## src/rtl/snn_pkg.sv

```systemverilog
// Shared constants for the pattern-recognition SNN core.
// Holds the fixed synaptic weight tables (input->hidden, hidden->output),
// the weight width, the activity counter width and the activity decay period.
package snn_pkg;

  localparam int WEIGHT_W     = 6;
  localparam int ACT_W        = 8;
  localparam int DECAY_PERIOD = 128;
  localparam int DECAY_CNT_W  = $clog2(DECAY_PERIOD);

  localparam int N_IN  = 4;
  localparam int N_HID = 8;
  localparam int N_OUT = 3;

  typedef logic signed [WEIGHT_W-1:0] weight_t;

  // Row = hidden neuron, column = input pixel (in0..in3).
  localparam weight_t W_IH [N_HID][N_IN] = '{
    '{ 6'sd3, -6'sd4,  6'sd3,  6'sd3},  // h0: L detector
    '{ 6'sd3, -6'sd4,  6'sd3,  6'sd3},  // h1: L detector
    '{ 6'sd3,  6'sd3, -6'sd4,  6'sd3},  // h2: T detector
    '{ 6'sd3,  6'sd3, -6'sd4,  6'sd3},  // h3: T detector
    '{-6'sd4,  6'sd3,  6'sd3,  6'sd3},  // h4: Cross detector
    '{-6'sd4,  6'sd3,  6'sd3,  6'sd3},  // h5: Cross detector
    '{ 6'sd2,  6'sd2,  6'sd2,  6'sd2},  // h6: general activity
    '{ 6'sd2,  6'sd2,  6'sd2,  6'sd2}   // h7: general activity
  };

  // Row = output neuron, column = hidden neuron (h0..h7).
  // Each class excites its own detector pair and inhibits the others.
  localparam weight_t W_HO [N_OUT][N_HID] = '{
    '{ 6'sd16,  6'sd16, -6'sd8,  -6'sd8,  -6'sd8,  -6'sd8,  6'sd0, 6'sd0},
    '{-6'sd8,  -6'sd8,   6'sd16,  6'sd16, -6'sd8,  -6'sd8,  6'sd0, 6'sd0},
    '{-6'sd8,  -6'sd8,  -6'sd8,  -6'sd8,   6'sd16,  6'sd16, 6'sd0, 6'sd0}
  };

endpackage

```

## src/rtl/snn_core_pattern_recognition_lif_neuron.sv

```systemverilog
// lif_neuron: one leaky integrate-and-fire neuron.
// Ports:
//   clk, rst  - clock, synchronous active-high reset
//   i_wsum    - signed weighted sum of this cycle's presynaptic spikes
//   i_bias    - signed 4-bit per-cycle bias
//   o_spike   - registered spike, high for one cycle after threshold crossing
//   o_pot     - registered membrane potential (unsigned, WIDTH bits)
module lif_neuron #(
  parameter int THRESHOLD = 20,
  parameter int LEAK      = 1,
  parameter int WIDTH     = 8,
  parameter int SUM_W     = WIDTH + 4
) (
  input  logic                    clk,
  input  logic                    rst,
  input  logic signed [SUM_W-1:0] i_wsum,
  input  logic signed [3:0]       i_bias,
  output logic                    o_spike,
  output logic [WIDTH-1:0]        o_pot
);

  localparam logic signed [SUM_W-1:0] POT_MAX = SUM_W'((1 << WIDTH) - 1);
  localparam logic [WIDTH-1:0]        THR     = WIDTH'(THRESHOLD);

  function automatic logic [WIDTH-1:0] clamp_pot(input logic signed [SUM_W-1:0] s);
    if (s < 0)            clamp_pot = '0;
    else if (s > POT_MAX) clamp_pot = '1;
    else                  clamp_pot = s[WIDTH-1:0];
  endfunction

  logic [WIDTH-1:0]        r_pot;
  logic                    r_spike;
  logic signed [SUM_W-1:0] w_sum;
  logic [WIDTH-1:0]        w_clamp;
  logic                    w_fire;

  // The sum is wide enough that pot + inputs + bias - leak cannot wrap
  // before the clamp.
  assign w_sum   = $signed({{(SUM_W-WIDTH){1'b0}}, r_pot}) + i_wsum
                   + SUM_W'(i_bias) - SUM_W'(LEAK);
  assign w_clamp = clamp_pot(w_sum);
  assign w_fire  = (w_clamp >= THR);

  // p0 -> p1: potential and spike registers
  always_ff @(posedge clk) begin
    if (rst) begin
      r_pot   <= '0;
      r_spike <= 1'b0;
    end else begin
      r_spike <= w_fire;
      r_pot   <= w_fire ? '0 : w_clamp;
    end
  end

  assign o_spike = r_spike;
  assign o_pot   = r_pot;

endmodule

```

## src/rtl/snn_core_pattern_recognition.sv

```systemverilog
// snn_core_pattern_recognition: 4-input, 8-hidden, 3-output spiking network
// classifying L / T / Cross pixel spike patterns.
// Ports:
//   clk, rst                      - clock, synchronous active-high reset
//   spike_in_0..3                 - pixel spikes (one-cycle pulses)
//   bias_output_0..2              - signed 4-bit per-cycle bias to output k
//   spike_out_0..2                - registered output neuron spikes
//   winner                        - registered argmax of output activity
//   pot_h0..7, pot_o0..2          - debug membrane potentials
// Build option: define SNN_DEBUG_POT_EN to expose the live potentials on the
// pot_* ports; otherwise they are tied to 0. The network behaves identically.
module snn_core_pattern_recognition
  import snn_pkg::*;
#(
  parameter int THRESHOLD_HIDDEN = 20,
  parameter int THRESHOLD_OUTPUT = 15,
  parameter int LEAK             = 1,
  parameter int POTENTIAL_WIDTH  = 8
) (
  input  logic                       clk,
  input  logic                       rst,
  input  logic                       spike_in_0,
  input  logic                       spike_in_1,
  input  logic                       spike_in_2,
  input  logic                       spike_in_3,
  input  logic [3:0]                 bias_output_0,
  input  logic [3:0]                 bias_output_1,
  input  logic [3:0]                 bias_output_2,
  output logic                       spike_out_0,
  output logic                       spike_out_1,
  output logic                       spike_out_2,
  output logic [1:0]                 winner,
  output logic [POTENTIAL_WIDTH-1:0] pot_h0,
  output logic [POTENTIAL_WIDTH-1:0] pot_h1,
  output logic [POTENTIAL_WIDTH-1:0] pot_h2,
  output logic [POTENTIAL_WIDTH-1:0] pot_h3,
  output logic [POTENTIAL_WIDTH-1:0] pot_h4,
  output logic [POTENTIAL_WIDTH-1:0] pot_h5,
  output logic [POTENTIAL_WIDTH-1:0] pot_h6,
  output logic [POTENTIAL_WIDTH-1:0] pot_h7,
  output logic [POTENTIAL_WIDTH-1:0] pot_o0,
  output logic [POTENTIAL_WIDTH-1:0] pot_o1,
  output logic [POTENTIAL_WIDTH-1:0] pot_o2
);

  localparam int SUM_W = POTENTIAL_WIDTH + 4;

`ifdef SNN_DEBUG_POT_EN
  localparam bit POT_VISIBLE = 1'b1;
`else
  localparam bit POT_VISIBLE = 1'b0;
`endif

  function automatic logic [ACT_W-1:0] act_update(input logic [ACT_W-1:0] a,
                                                  input logic decay,
                                                  input logic inc);
    logic [ACT_W-1:0] base;
    base = decay ? (a >> 1) : a;
    if (inc && (base != '1)) act_update = base + ACT_W'(1);
    else                     act_update = base;
  endfunction

  function automatic logic [1:0] argmax3(input logic [ACT_W-1:0] a0,
                                         input logic [ACT_W-1:0] a1,
                                         input logic [ACT_W-1:0] a2);
    logic [1:0]       idx;
    logic [ACT_W-1:0] best;
    idx  = 2'd0;
    best = a0;
    // Strict compares keep the lowest index on ties.
    if (a1 > best) begin
      idx  = 2'd1;
      best = a1;
    end
    if (a2 > best) idx = 2'd2;
    return idx;
  endfunction

  logic [N_IN-1:0]              w_in;
  logic signed [3:0]            w_bias     [N_OUT];
  logic signed [SUM_W-1:0]      w_hid_wsum [N_HID];
  logic signed [SUM_W-1:0]      w_out_wsum [N_OUT];
  logic [N_HID-1:0]             w_hid_spike;
  logic [N_OUT-1:0]             w_out_spike;
  logic [POTENTIAL_WIDTH-1:0]   w_hid_pot  [N_HID];
  logic [POTENTIAL_WIDTH-1:0]   w_out_pot  [N_OUT];
  logic                         w_decay;

  logic [DECAY_CNT_W-1:0]       r_decay_cnt;
  logic [ACT_W-1:0]             r_act      [N_OUT];
  logic [1:0]                   r_winner;

  assign w_in      = {spike_in_3, spike_in_2, spike_in_1, spike_in_0};
  assign w_bias[0] = bias_output_0;
  assign w_bias[1] = bias_output_1;
  assign w_bias[2] = bias_output_2;

  // All simultaneous presynaptic spikes accumulate in the same cycle.
  always_comb begin
    for (int j = 0; j < N_HID; j++) begin
      w_hid_wsum[j] = '0;
      for (int i = 0; i < N_IN; i++)
        if (w_in[i]) w_hid_wsum[j] = w_hid_wsum[j] + SUM_W'(W_IH[j][i]);
    end
    for (int k = 0; k < N_OUT; k++) begin
      w_out_wsum[k] = '0;
      for (int j = 0; j < N_HID; j++)
        if (w_hid_spike[j]) w_out_wsum[k] = w_out_wsum[k] + SUM_W'(W_HO[k][j]);
    end
  end

  // p0 -> p1: hidden layer (inputs straight from the pixel encoder)
  for (genvar j = 0; j < N_HID; j++) begin : g_hid
    lif_neuron #(
      .THRESHOLD (THRESHOLD_HIDDEN),
      .LEAK      (LEAK),
      .WIDTH     (POTENTIAL_WIDTH),
      .SUM_W     (SUM_W)
    ) u_lif (
      .clk     (clk),
      .rst     (rst),
      .i_wsum  (w_hid_wsum[j]),
      .i_bias  (4'sd0),
      .o_spike (w_hid_spike[j]),
      .o_pot   (w_hid_pot[j])
    );
  end

  // p1 -> p2: output layer (fed by registered hidden spikes)
  for (genvar k = 0; k < N_OUT; k++) begin : g_out
    lif_neuron #(
      .THRESHOLD (THRESHOLD_OUTPUT),
      .LEAK      (LEAK),
      .WIDTH     (POTENTIAL_WIDTH),
      .SUM_W     (SUM_W)
    ) u_lif (
      .clk     (clk),
      .rst     (rst),
      .i_wsum  (w_out_wsum[k]),
      .i_bias  (w_bias[k]),
      .o_spike (w_out_spike[k]),
      .o_pot   (w_out_pot[k])
    );
  end

  // Decay fires on the cycle the free-running counter wraps.
  assign w_decay = (r_decay_cnt == '1);

  // p2 -> p3: activity counters and winner
  always_ff @(posedge clk) begin
    if (rst) begin
      r_decay_cnt <= '0;
      r_winner    <= 2'd0;
      for (int k = 0; k < N_OUT; k++) r_act[k] <= '0;
    end else begin
      r_decay_cnt <= r_decay_cnt + DECAY_CNT_W'(1);
      for (int k = 0; k < N_OUT; k++)
        r_act[k] <= act_update(r_act[k], w_decay, w_out_spike[k]);
      r_winner <= argmax3(r_act[0], r_act[1], r_act[2]);
    end
  end

  assign spike_out_0 = w_out_spike[0];
  assign spike_out_1 = w_out_spike[1];
  assign spike_out_2 = w_out_spike[2];
  assign winner      = r_winner;

  assign pot_h0 = POT_VISIBLE ? w_hid_pot[0] : '0;
  assign pot_h1 = POT_VISIBLE ? w_hid_pot[1] : '0;
  assign pot_h2 = POT_VISIBLE ? w_hid_pot[2] : '0;
  assign pot_h3 = POT_VISIBLE ? w_hid_pot[3] : '0;
  assign pot_h4 = POT_VISIBLE ? w_hid_pot[4] : '0;
  assign pot_h5 = POT_VISIBLE ? w_hid_pot[5] : '0;
  assign pot_h6 = POT_VISIBLE ? w_hid_pot[6] : '0;
  assign pot_h7 = POT_VISIBLE ? w_hid_pot[7] : '0;
  assign pot_o0 = POT_VISIBLE ? w_out_pot[0] : '0;
  assign pot_o1 = POT_VISIBLE ? w_out_pot[1] : '0;
  assign pot_o2 = POT_VISIBLE ? w_out_pot[2] : '0;

endmodule

```

## config.mk

```make
export PLATFORM = sky130hd
export DESIGN_NAME = snn_core_pattern_recognition
export DESIGN_NICKNAME = d
export VERILOG_FILES = /design/src/rtl/snn_pkg.sv /design/src/rtl/snn_core_pattern_recognition_lif_neuron.sv /design/src/rtl/snn_core_pattern_recognition.sv
export SDC_FILE = /design/constraint.sdc
export NUM_CORES = 1
export LEC_CHECK = 0
export CAP_MARGIN = 25
export CORE_MARGIN = 5
export CORE_UTILIZATION = 30
export CTS_BUF_LIST = sky130_fd_sc_hd__clkbuf_16
export DETAILED_ROUTE_END_ITERATION = 10
export PLACE_DENSITY = 0.54
export SETUP_SLACK_MARGIN = 0.3
export SLEW_MARGIN = 20
export SYNTH_ARGS = -nofsm -noshare
export SYNTH_HDL_FRONTEND = slang
export SYNTH_HIERARCHICAL = 1
export SYNTH_SLANG_ARGS = --single-unit
```

## constraint.sdc

```tcl
create_clock -name clk -period 5.9 [get_ports clk]
set_input_delay 0.885 -clock clk [delete_from_list [all_inputs] [get_ports clk]]
set_output_delay 0.885 -clock clk [all_outputs]
set_load 0.005 [all_outputs]
```

**Yosys cells after proc, flatten, opt, wreduce, memory -nomap -nowiden**

Memory sizes are Yosys's and may differ from the RTL's.
Index checks and enable logic that the tools add are counted.
W data, S select, Z words.

- Register bits: 90
- Bits in latches: 0
- Bits in writable memories: 24
- ROM bits: 0
- Input bits: 18
- Output and inout port bits: 93
- Logic and storage cells: 183
- Memories kept: 1

- Add/subtract/negate cells: 48
- Multipliers: 0
- Divide/modulo/power cells: 0
- Order comparisons: 29
- Eq/ne operators: 4
- Shift operators: 0
- Mux-type cells: 64
- Bitwise gates (word level): 3
- Reduce and logical (&&, ||, !) cells: 13

Memories:

| memory | words | width | read ports | clocked after memory_dff | wr ports | line | RTL |
|---|---|---|---|---|---|---|---|
| r_act | 3 | 8 | 3 | 0 | 3 | snn_core_pattern_recognition.sv:90 | `logic [ACT_W-1:0] r_act [N_OUT];` |

Operators by type and width:

| kind | number |
|---|---|
| $mux W12 | 25 |
| $mux W8 | 32 |
| $add A12 B3 Y12 const B | 9 |
| $add A12 B4 Y12 const B | 9 |
| $add A9 B12 Y12 | 9 |
| $gt A12 B9 Y1 const B | 9 |
| $lt A12 B1 Y1 const B | 9 |
| $sub A12 B2 Y12 const B | 9 |
| $add A12 B6 Y12 const B | 5 |
| $ge A8 B5 Y1 const B | 6 |
| $add A12 B4 Y12 | 3 |
| $add A8 B1 Y8 const B | 3 |
| $ge A8 B4 Y1 const B | 3 |
| $ne A8 B8 Y1 const B | 3 |
| $reduce_or A2 Y1 | 10 |
| $gt A8 B8 Y1 | 2 |
| $add A7 B1 Y7 const B | 1 |
| $eq A7 B7 Y1 const B | 1 |
| $mux W5 | 1 |
| $mux W1 | 4 |
| $mux W2 | 2 |
| $logic_and A1 B1 Y1 | 3 |
| $or A1 B1 Y1 | 3 |

**Depth between registers and ports, before layout**

Gate-level depths: netlist of the first run.

- Depth after elaboration: 19
- Mapped depth: 25
- Mapped depth without buffers: 25

**By module**

The synthesis of the first run kept the hierarchy.

By module, submodules not included:

| module | times used | cells an instance | area an instance (sq um) | seq. area each (sq um) |
|---|---|---|---|---|
| snn_core_pattern_recognition | 1 | 681 | 5,102.4 | 660.6 |
| lif_neuron at g_hid[3].u_lif ... | 3 | 147 | 1,271.2 | 180.2 |
| lif_neuron at g_hid[0].u_lif ... | 3 | 146 | 1,223.7 | 180.2 |
| lif_neuron at g_out[0].u_lif | 1 | 153 | 1,275.0 | 180.2 |
| lif_neuron at g_out[2].u_lif | 1 | 148 | 1,255.0 | 180.2 |
| lif_neuron at g_out[1].u_lif | 1 | 145 | 1,252.5 | 180.2 |

**Worst setup path after synthesis of the first run**

OpenSTA, ideal clock, no wires.

- Path type: reg-to-reg
- Start point: register g_hid[2].u_lif.r_spike
- End point: register g_out[0].u_lif.r_pot[3]
- Setup time: 0.065 ns
- Arrival: 5.091 ns
- Required time: 5.835 ns
- Slack: 0.744 ns
- Cell stages (with the launch flop): 20
- Buffers on the path: 1
- Period minus slack after synthesis: 5.156 ns
- Cell sequence: dfxtp_1 -> fa_1 -> buf_2 -> or3_1 -> ha_1 -> mux2_4 -> or4_1 -> o32a_1 -> o311ai_2 -> nand3_1 -> xor2_1 -> inv_1 -> ha_1 -> fa_1 -> inv_1 -> ha_1 -> a211o_1 -> a221o_1 -> nor4_2 -> nor2b_1

RTL lines:

| what | line | RTL |
|---|---|---|
| start, declared | snn_core_pattern_recognition_lif_neuron.sv:32 | `logic r_spike;` |
| start signal, assigned | snn_core_pattern_recognition_lif_neuron.sv:50 | `r_spike <= w_fire;` |
| end signal, assigned | snn_core_pattern_recognition_lif_neuron.sv:51 | `r_pot <= w_fire ? '0 : w_clamp;` |
| end, declared | snn_core_pattern_recognition_lif_neuron.sv:31 | `logic [WIDTH-1:0] r_pot;` |

==> summary.txt, run 1 <==
outcome = finished clean
dpl cell area = 17310 um^2
Top Family by Delay on Critical Path = adder cells
relative slew slack = 30.62%
Max-cap violations = 0
Post-synth EDFFs = 0
vias in the first global route = 12280
post-DP HPWL = 25.88 mm
post-synthesis cell type count = 102
Bufs and invs on worst path = 2
drt wl/cell = 11.40 um
nature of the critical path endpoint = register
peak fanout along the critical path = 7
Area growth syn-to-layout = 10.93%
gpl congestion = 0.8191
Starting Density = 30.36%
Die Span Y = 243.6 um
final hold violations = 0
total routed wirelength = 32.01 mm
Final ANT Viol Nets = 0
design area = 18160 um^2
Max stage delay on crit path = 490 ps
crit share post-route = 91.34%
final clock skew = 11.96 ps
Worst EP arrival = 5770 ps
# DRC = 0
die area = 59340 um^2
drt via density = 4.470
hold-fix buffers at CTS = 0
# setup viols final = 0
CP required = 6280 ps
flop2flop setup slack = 510 ps
layout cell share with drive strength beyond 1 = 9.280%
vias = 12550
post-synthesis register bit count = 114
most common cell after layout, fill and taps aside = inv_1
Worst-path clk slew = 60 ps
Ys Warns = 6
Cells after Synth = 2006
Slew Limit Fails = 0
RSZ-0062 raised after global routing = yes
post-synthesis sequential area ratio = 13.94%
fmax = 185.6 MHz
post-synthesis async set-or-reset flop share = 0%
Die X-Extent = 243.6 um
top_reg_cell synth = dfxtp_1
largest net degree at the start of global routing = 35
setup TNS = 0 ps
critical path class = register to register
crit start category = register
CP cell instances = fa_1 -> or3_1 -> ha_1 -> mux2_4 -> or4_1 -> o32a_1 -> o311ai_2 -> nand3_1 -> xor2_1 -> inv_1 -> ha_1 -> fa_1 -> inv_1 -> ha_1 -> a21oi_2 -> o22ai_1 -> a2111oi_2 -> nand4_1 -> nor4_4 -> nor2b_2
Antenna diodes = 0
clock latency on the worst-skew pair = 450 ps
GRT overflow = 0
CTS tree = built
total track usage = 10.89%
first-pass GRT wire length = 55.78 mm
Synth Cell Area = 16370 um^2
Initial DRT Pass Iterations = 5
initial DRC count = 427
clock sinks = 114
Tightest Hold Check Type = register to register
# IOs = 111
worst-margin pin slew = 1041 ps
Core Footprint = 53920 um^2
CTS Root Cell = clkbuf_16
most frequent cells in the layout = inv_1 (436), ha_1 (276), conb_1 (157)
IO Port Bufs = 22
CP max stage cell = fa_1
Avg Cell Area, Syn = 8.160 um^2
TritonCTS Buffers = 17
nets@finish = 2476
count of standard-cell rows = 85
hold slack final = 437.2 ps
Crit path top cell by count = ha_1
initial antenna violation count = 0
Bufs on Longest Clock Path = 2
H-tree lvl count = 4
minimum clock period = 5389 ps
Yosys cell counts (12+ instances only):
library cell,n,area share (%)
inv_1,435,10
ha_1,286,22
nand2_1,131,3.0
dfxtp_1,114,14
nor2_1,102,2.3
xnor2_1,96,5.1
a21oi_1,90,2.8
buf_4,89,4.1
fa_1,73,8.9
o21ai_0,39,1.2
mux2i_1,33,2.0
nand3_1,33,1.0
xor2_1,33,1.8
and3_1,29,1.1
nor3_1,23,0.70
a31oi_1,18,0.69
nand2b_1,18,0.69
a21o_1,17,0.78
nor4_1,15,0.57
clkbuf_1,14,0.32
nand4_1,14,0.54
a211oi_1,12,0.55
a211oi_2,12,0.92
nor2b_1,12,0.46
o21a_1,12,0.55
per-layer routing:
| layer | share of wire, % | global-route usage [%] |
|---|---|---|
| met1 | 49 | 14.44 |
| met3 | 2.5 | 2.192 |
| met5 | 0 | 0 |
| met2 | 47 | 18.26 |
| met4 | 1.2 | 2.672 |
logic make-up after synthesis:
family / count (synthesis) / share of synthesized area (%)
xor+xnor: 130 / 7.002
fa+ha+maj: 359 / 30.79
simple gates: 461 / 14.60
other cells: 10 / 0.2293
buf+inv: 557 / 15.26
flops: 114 / 13.94
mux: 44 / 2.820
compound gates: 331 / 15.36
final cells by class:
| class | instances | area [um^2] |
|---|---|---|
| repair buffers | 48 | 421.7 |
| multi-input cells | 1482 | 12380 |
| inverters | 436 | 1637 |
| flip-flops and latches | 114 | 2286 |
| clock buffers | 17 | 425.4 |
| fillers | 5611 | 35760 |
| well taps | 696 | 870.8 |
| clock inverters | 15 | 136.4 |
repair_timing:
action / 4_1_cts / 5_1_grt
setup endpoints to repair: 5 / 45
pin swaps: 0 / 12
resized for setup: 1 / 48
buffers inserted: 0 / 3
hold endpoints to repair: 0 / 0
registers in the layout, indices dropped and copies added, names as in the netlist:
name                 cells
r_decay_cnt              7
g_out.u_lif/o_spike      3
r_act                   24
g_out.u_lif/o_pot       24
winner                   2
g_hid.u_lif/o_pot       48
g_hid.u_lif/o_spike      6
worst paths after layout:
check / start / to / cells after the start
setup / recovery: g_hid[0].u_lif/o_spike / g_out[0].u_lif/o_pot[3] / 20
hold / removal: r_decay_cnt[0] / r_decay_cnt[0] / 1
setup reg to reg: g_hid[0].u_lif/o_spike / g_out[0].u_lif/o_pot[3] / 20
hold reg to reg: r_decay_cnt[0] / r_decay_cnt[0] / 1
metrics by stage:
stage / util, % / std cells / setup slack [ps]
CTS: 33.15 / 2804 / 314.2
global route: 33.68 / 2808 / 244.5
floorplan: - / 2153 / 744.1
detailed placement: 32.10 / 2772 / -26.50
finish: 33.68 / 2808 / 510.8
global placement: 32.10 / 2772 / 177.5
Power of run 1 is left out: the tool's default activity adds up to more than one toggle a clock period on the data nets, which glitch-free logic cannot reach.
==> run 2: changes to the inputs <==
CORE_ASPECT_RATIO = 0.9   (was default)
CORE_MARGIN = default   (was 5)
==> run 2 against run 1 <==
Worst setup slack worse by 16 ps. Die area down 6.5%. Clock skew about the same. Register-to-register slack worse by 20 ps. Via count up 0.20%. Maximum frequency down 0.29%. Non-clock buffer count up 2. Cell area up 0.23%. Global-route usage up 1.3 points. Core utilization up 0.38 points. Count of clock-buffer cells in the layout unchanged. Cell count up 0.11%.
==> summary.txt, run 2 (synthesis gave the netlist of run 1 again) <==
Hold Crit Start = r_decay_cnt[0]
crit share post-route = 91.61% (+0.27 points)
IO Port Bufs = 22 (unchanged)
Initial DRT Pass Iterations = 5 (unchanged)
Area growth syn-to-layout = 11.19%
total routed wirelength = 32.43 mm (+1.3%)
critical path class = register to register
first-pass GRT wire length = 55.89 mm (+0.20%)
post-DP HPWL = 26.12 mm (+0.91%)
most frequent cells in the layout = inv_1 (435), ha_1 (272), conb_1 (157)
outcome = finished clean
R2R depth = 20 (unchanged)
Worst-path clk slew = 60 ps (about the same)
count of standard-cell rows = 80 (-5.9%)
final hold violations = 0 (unchanged)
initial antenna violation count = 0 (unchanged)
dpl cell area = 17310 um^2 (about the same)
layout cell share with drive strength beyond 1 = 9.461% (+0.18 points)
Bufs on Longest Clock Path = 2 (unchanged)
crit start category = register
Die X-Extent = 248.2 um (+1.9%)
Slew Limit Fails = 0 (unchanged)
minimum clock period = 5405 ps (+15.90 ps)
clock sinks = 114 (unchanged)
CP required = 6290 ps (about the same)
hold slack final = 442.7 ps (+5.522 ps)
largest net degree at the start of global routing = 50 (+43%)
relative slew slack = 52.03% (+21 points)
TritonCTS Buffers = 17 (unchanged)
nets@finish = 2478 (+0.081%)
vias in the first global route = 12360 (+0.65%)
Worst EP arrival = 5800 ps (+30 ps)
initial DRC count = 429 (+0.47%)
clock latency on the worst-skew pair = 450 ps (about the same)
hold endpoint = r_decay_cnt[0]
Reg-to-Reg Start = g_hid[0].u_lif/o_spike
fmax = 185.0 MHz (-0.29%)
Max-cap violations = 0 (unchanged)
GRT overflow = 0 (unchanged)
Layout Cells excl Fill = 2811 (+0.11%)
Largest register FFs = 48 (unchanged)
drt wl/cell = 11.54 um (+1.2%)
H-tree lvl count = 4 (unchanged)
Antenna diodes = 0 (unchanged)
reg-to-reg endpoint = g_out[0].u_lif/o_pot[3]
fillers = 5654 (+0.77%)
worst-margin pin slew = 718.6 ps (-322.1 ps)
nature of the critical path endpoint = register
CTS Root Cell = clkbuf_16
total track usage = 12.15% (+1.3 points)
# DRC = 0 (unchanged)
Final ANT Viol Nets = 0 (unchanged)
dpl cells = 2773 (+0.036%)
hold depth = 1 (unchanged)
# setup viols final = 0 (unchanged)
final clock skew = 12.30 ps (+0.3401 ps)
RSZ-0062 raised after global routing = yes
gpl congestion = 0.8382 (+2.3%)
drt via density = 4.475 (about the same)
vias = 12580 (+0.20%)
Die Span Y = 223.6 um (-8.2%)
peak fanout along the critical path = 6 (-1)
flop2flop setup slack = 490 ps (-20 ps)
design area = 18200 um^2 (+0.23%)
CP cell instances = fa_1 -> or3_4 -> ha_4 -> mux2_4 -> or4_1 -> o32a_1 -> o311ai_2 -> nand3_1 -> xor2_1 -> inv_1 -> ha_1 -> fa_1 -> inv_1 -> ha_2 -> o21a_1 -> o2bb2ai_1 -> a2111oi_2 -> nand4_1 -> nor4_4 -> nor2b_2
most common cell after layout, fill and taps aside = inv_1
CP max stage cell = fa_1
# IOs = 111 (unchanged)
Core Footprint = 53450 um^2 (-0.87%)
Tightest Hold Check Type = register to register
die area = 55500 um^2 (-6.5%)
Starting Density = 30.63% (+0.27 points)
CTS tree = built
Max stage delay on crit path = 500 ps (about the same)
==> run 2: critical path: cells and delay by family (launching register included) <==
kind | cells | cell delay, ps
adders and majority gates | 5 | 1900
xor gates and xnor gates | 1 | 160
muxes | 1 | 280
DFF | 1 | 340
AOI/OAI and AO/OA | 5 | 900
and+or+nand+nor | 6 | 1670
buffers and inverters | 2 | 100
==> run 2: layout make-up <==
type                       count  area (um^2)  area share [%]
multi-input combinational   1482        12370           67.95
inverter                     436         1637           8.992
tap                          697        872.1           4.791
clock inverter                15        185.2           1.017
clock buffer                  17        425.4           2.337
sequential                   114         2286           12.56
timing repair buffer          50        429.2           2.358
==> run 2: worst max-delay path by stage <==
stage | from | to | slack (ps) | cells past startpoint
final | g_hid[0].u_lif/o_spike | g_out[0].u_lif/o_pot[3] | 490 | 20
after detailed placement | spike_in_0 | g_hid[3].u_lif/o_pot[0] | -7 | 21
after CTS | g_hid[0].u_lif/o_spike | g_out[1].u_lif/o_pot[2] | 360 | 23
after global placement | spike_in_0 | g_hid[3].u_lif/o_pot[4] | 100 | 21
after floorplan | g_hid[2].u_lif/o_spike | g_out[0].u_lif/o_pot[3] | 740 | 19
after global routing | g_hid[0].u_lif/o_spike | g_out[0].u_lif/o_pot[3] | 200 | 20
==> run 2: per-layer routing <==
metal	part of all wire [%]	track usage [%]	vias up
met3	2.8	2.612	22
met2	47	19.96	134
li1	-	-	6586
met4	0.96	2.950	0
met1	50	16.08	5836
met5	0	0	-
==> run 2: repair_timing <==
| action | in CTS | in global routing |
|---|---|---|
| pin swaps | 0 | 20 |
| setup buffers | 0 | 4 |
| resized for setup | 3 | 46 |
| hold buffers | 0 | 0 |
| setup endpoints to repair | 7 | 40 |
==> run 2: through the flow <==
step                setup slack [ps]  setup TNS [ps]  utilization [%]
floorplan                      744.1               0                -
finish                         494.9               0            34.05
CTS                            355.6               0            33.55
global placement               97.19               0            32.39
global route                   197.4               0            34.05
detailed placement            -7.430          -28.12            32.39
Power of run 2 is left out for the same reason.
==> run 3: changes to the inputs <==
SLEW_MARGIN = default   (was 20)
==> run 3 against run 2 <==
Clock skew barely moved. Sequential share of layout area is essentially flat. Count of clock-buffer cells in the layout unchanged.
==> summary.txt, run 3 (synthesis gave the netlist of run 1 again) <==
crit start category = register
critical path class = register to register
peak fanout along the critical path = 6 (unchanged)
clock latency on the worst-skew pair = 450 ps (about the same)
hold-fix buffers at CTS = 0 (unchanged)
largest net degree at the start of global routing = 50 (unchanged)
Antenna diodes = 0 (unchanged)
Max stage delay on crit path = 500 ps (about the same)
initial DRC count = 425 (-0.93%)
flip-flop and latch area = 2286 um^2 (unchanged)
nets@finish = 2477 (-0.040%)
RSZ-0062 raised after global routing = yes
dpl cell area = 17310 um^2 (unchanged)
Worst-path clk slew = 60 ps (about the same)
Worst EP arrival = 5790 ps (about the same)
most frequent cells in the layout = inv_1 (435), ha_1 (272), conb_1 (157)
TritonCTS Buffers = 17 (unchanged)
die area = 55500 um^2 (unchanged)
final clock skew = 12.29 ps (-0.005500 ps)
final hold violations = 0 (unchanged)
layout cell share with drive strength beyond 1 = 9.418% (-0.043 points)
Bufs on Longest Clock Path = 2 (unchanged)
# setup viols final = 0 (unchanged)
Largest register FFs = 48 (unchanged)
minimum clock period = 5403 ps (-2.164 ps)
IO Port Bufs = 22 (unchanged)
H-tree lvl count = 4 (unchanged)
Die Span Y = 223.6 um (unchanged)
Slew Limit Fails = 0 (unchanged)
# IOs = 111 (unchanged)
Tightest Hold Check Type = register to register
worst-margin pin slew = 1120 ps (+401.3 ps)
most common cell after layout, fill and taps aside = inv_1
Top Family by Delay on Critical Path = adder cells
CTS Root Cell = clkbuf_16
post-DP HPWL = 26.12 mm (unchanged)
CP required = 6290 ps (about the same)
vias = 12540 (-0.28%)
nature of the critical path endpoint = register
fillers = 5655 (+0.018%)
relative slew slack = 25.35% (-27 points)
crit share post-route = 91.57% (about the same)
total track usage = 12.15% (unchanged)
gpl congestion = 0.8382 (unchanged)
# DRC = 0 (unchanged)
CTS tree = built
clock sinks = 114 (unchanged)
drt wl/cell = 11.54 um (about the same)
total routed wirelength = 32.43 mm (about the same)
Die X-Extent = 248.2 um (unchanged)
first-pass GRT wire length = 55.89 mm (unchanged)
outcome = finished clean
count of standard-cell rows = 80 (unchanged)
Initial DRT Pass Iterations = 5 (unchanged)
fmax = 185.1 MHz (about the same)
Starting Density = 30.63% (unchanged)
GRT overflow = 0 (unchanged)
design area = 18190 um^2 (about the same)
Core Footprint = 53450 um^2 (unchanged)
CP cell instances = fa_1 -> or3_4 -> ha_4 -> mux2_4 -> or4_1 -> o32a_1 -> o311ai_2 -> nand3_1 -> xor2_1 -> inv_1 -> ha_1 -> fa_1 -> inv_1 -> ha_2 -> o21a_1 -> o2bb2ai_1 -> a2111oi_2 -> nand4_1 -> nor4_4 -> nor2b_2
Area growth syn-to-layout = 11.14% (about the same)
Final ANT Viol Nets = 0 (unchanged)
dpl cells = 2773 (unchanged)
vias in the first global route = 12360 (unchanged)
initial antenna violation count = 0 (unchanged)
area of the multi-input gates = 12370 um^2 (unchanged)
Bufs and invs on worst path = 2 (unchanged)
Max-cap violations = 0 (unchanged)
Layout Cells excl Fill = 2810 (-0.036%)
CP max stage cell = fa_1
drt via density = 4.464 (-0.24%)
-- run 3: changes by cell type in the layout (fill, tap and decap cells not counted) --
cell,change
buf_4,-1
-- run 3: metal layers --
layer	global-route usage, %	wire length, um	part of all wire (%)	up-vias
li1	-	-	-	6587
met1	16.08	16200	50	5820
met2	19.96	15070	46	116
met3	2.612	850	2.6	20
met4	2.950	306	0.94	0
met5	0	0	0	-
-- run 3: path summary, 6_finish.rpt --
kind	from	to	slack [ps]	depth (start not counted)
worst max register to register	g_hid[0].u_lif/o_spike	g_out[0].u_lif/o_pot[3]	500	20
worst min-delay path	r_decay_cnt[0]	r_decay_cnt[0]	440	1
worst min register to register	r_decay_cnt[0]	r_decay_cnt[0]	440	1
worst max-delay path	g_hid[0].u_lif/o_spike	g_out[0].u_lif/o_pot[3]	500	20
-- run 3: area by class of cell --
cell class                 instances  area share [%]
clock buffer                      17           2.338
clock inverter                    15           1.018
inverter                         436           8.995
multi-input combinational       1482           67.97
sequential                       114           12.56
tap                              697           4.793
timing repair buffer              49           2.318
-- run 3: stage by stage --
step                setup slack (ps)  hold slack [ps]  util, %  setup TNS, ps
finish                         497.1            442.7    34.04              0
global route                   197.4            477.6    34.04              0
CTS                            355.6            449.5    33.55              0
detailed placement            -7.430            435.9    32.39         -28.12
global placement               97.19            426.0    32.39              0
floorplan                      744.1            413.0        -              0
-- run 3: timing repair --
action                                  in CTS  in global routing
endpoints found under the setup margin       7                 40
resized for setup                            3                 46
pin swaps                                    0                 20
setup buffers                                0                  4
-- run 3: worst register-to-register path, stage by stage (launching register included) --
cell and delay, ps:
dfxtp_2 340, fa_1 500, or3_4 360, ha_4 240, mux2_4 280, or4_1 400, o32a_1 200, o311ai_2 90
nand3_1 130, xor2_1 160, inv_1 60, ha_1 300, fa_1 500, inv_1 40, ha_2 360, o21a_1 170
o2bb2ai_1 90, a2111oi_2 350, nand4_1 230, nor4_4 360, nor2b_2 190
Power of run 3 is left out for the same reason.
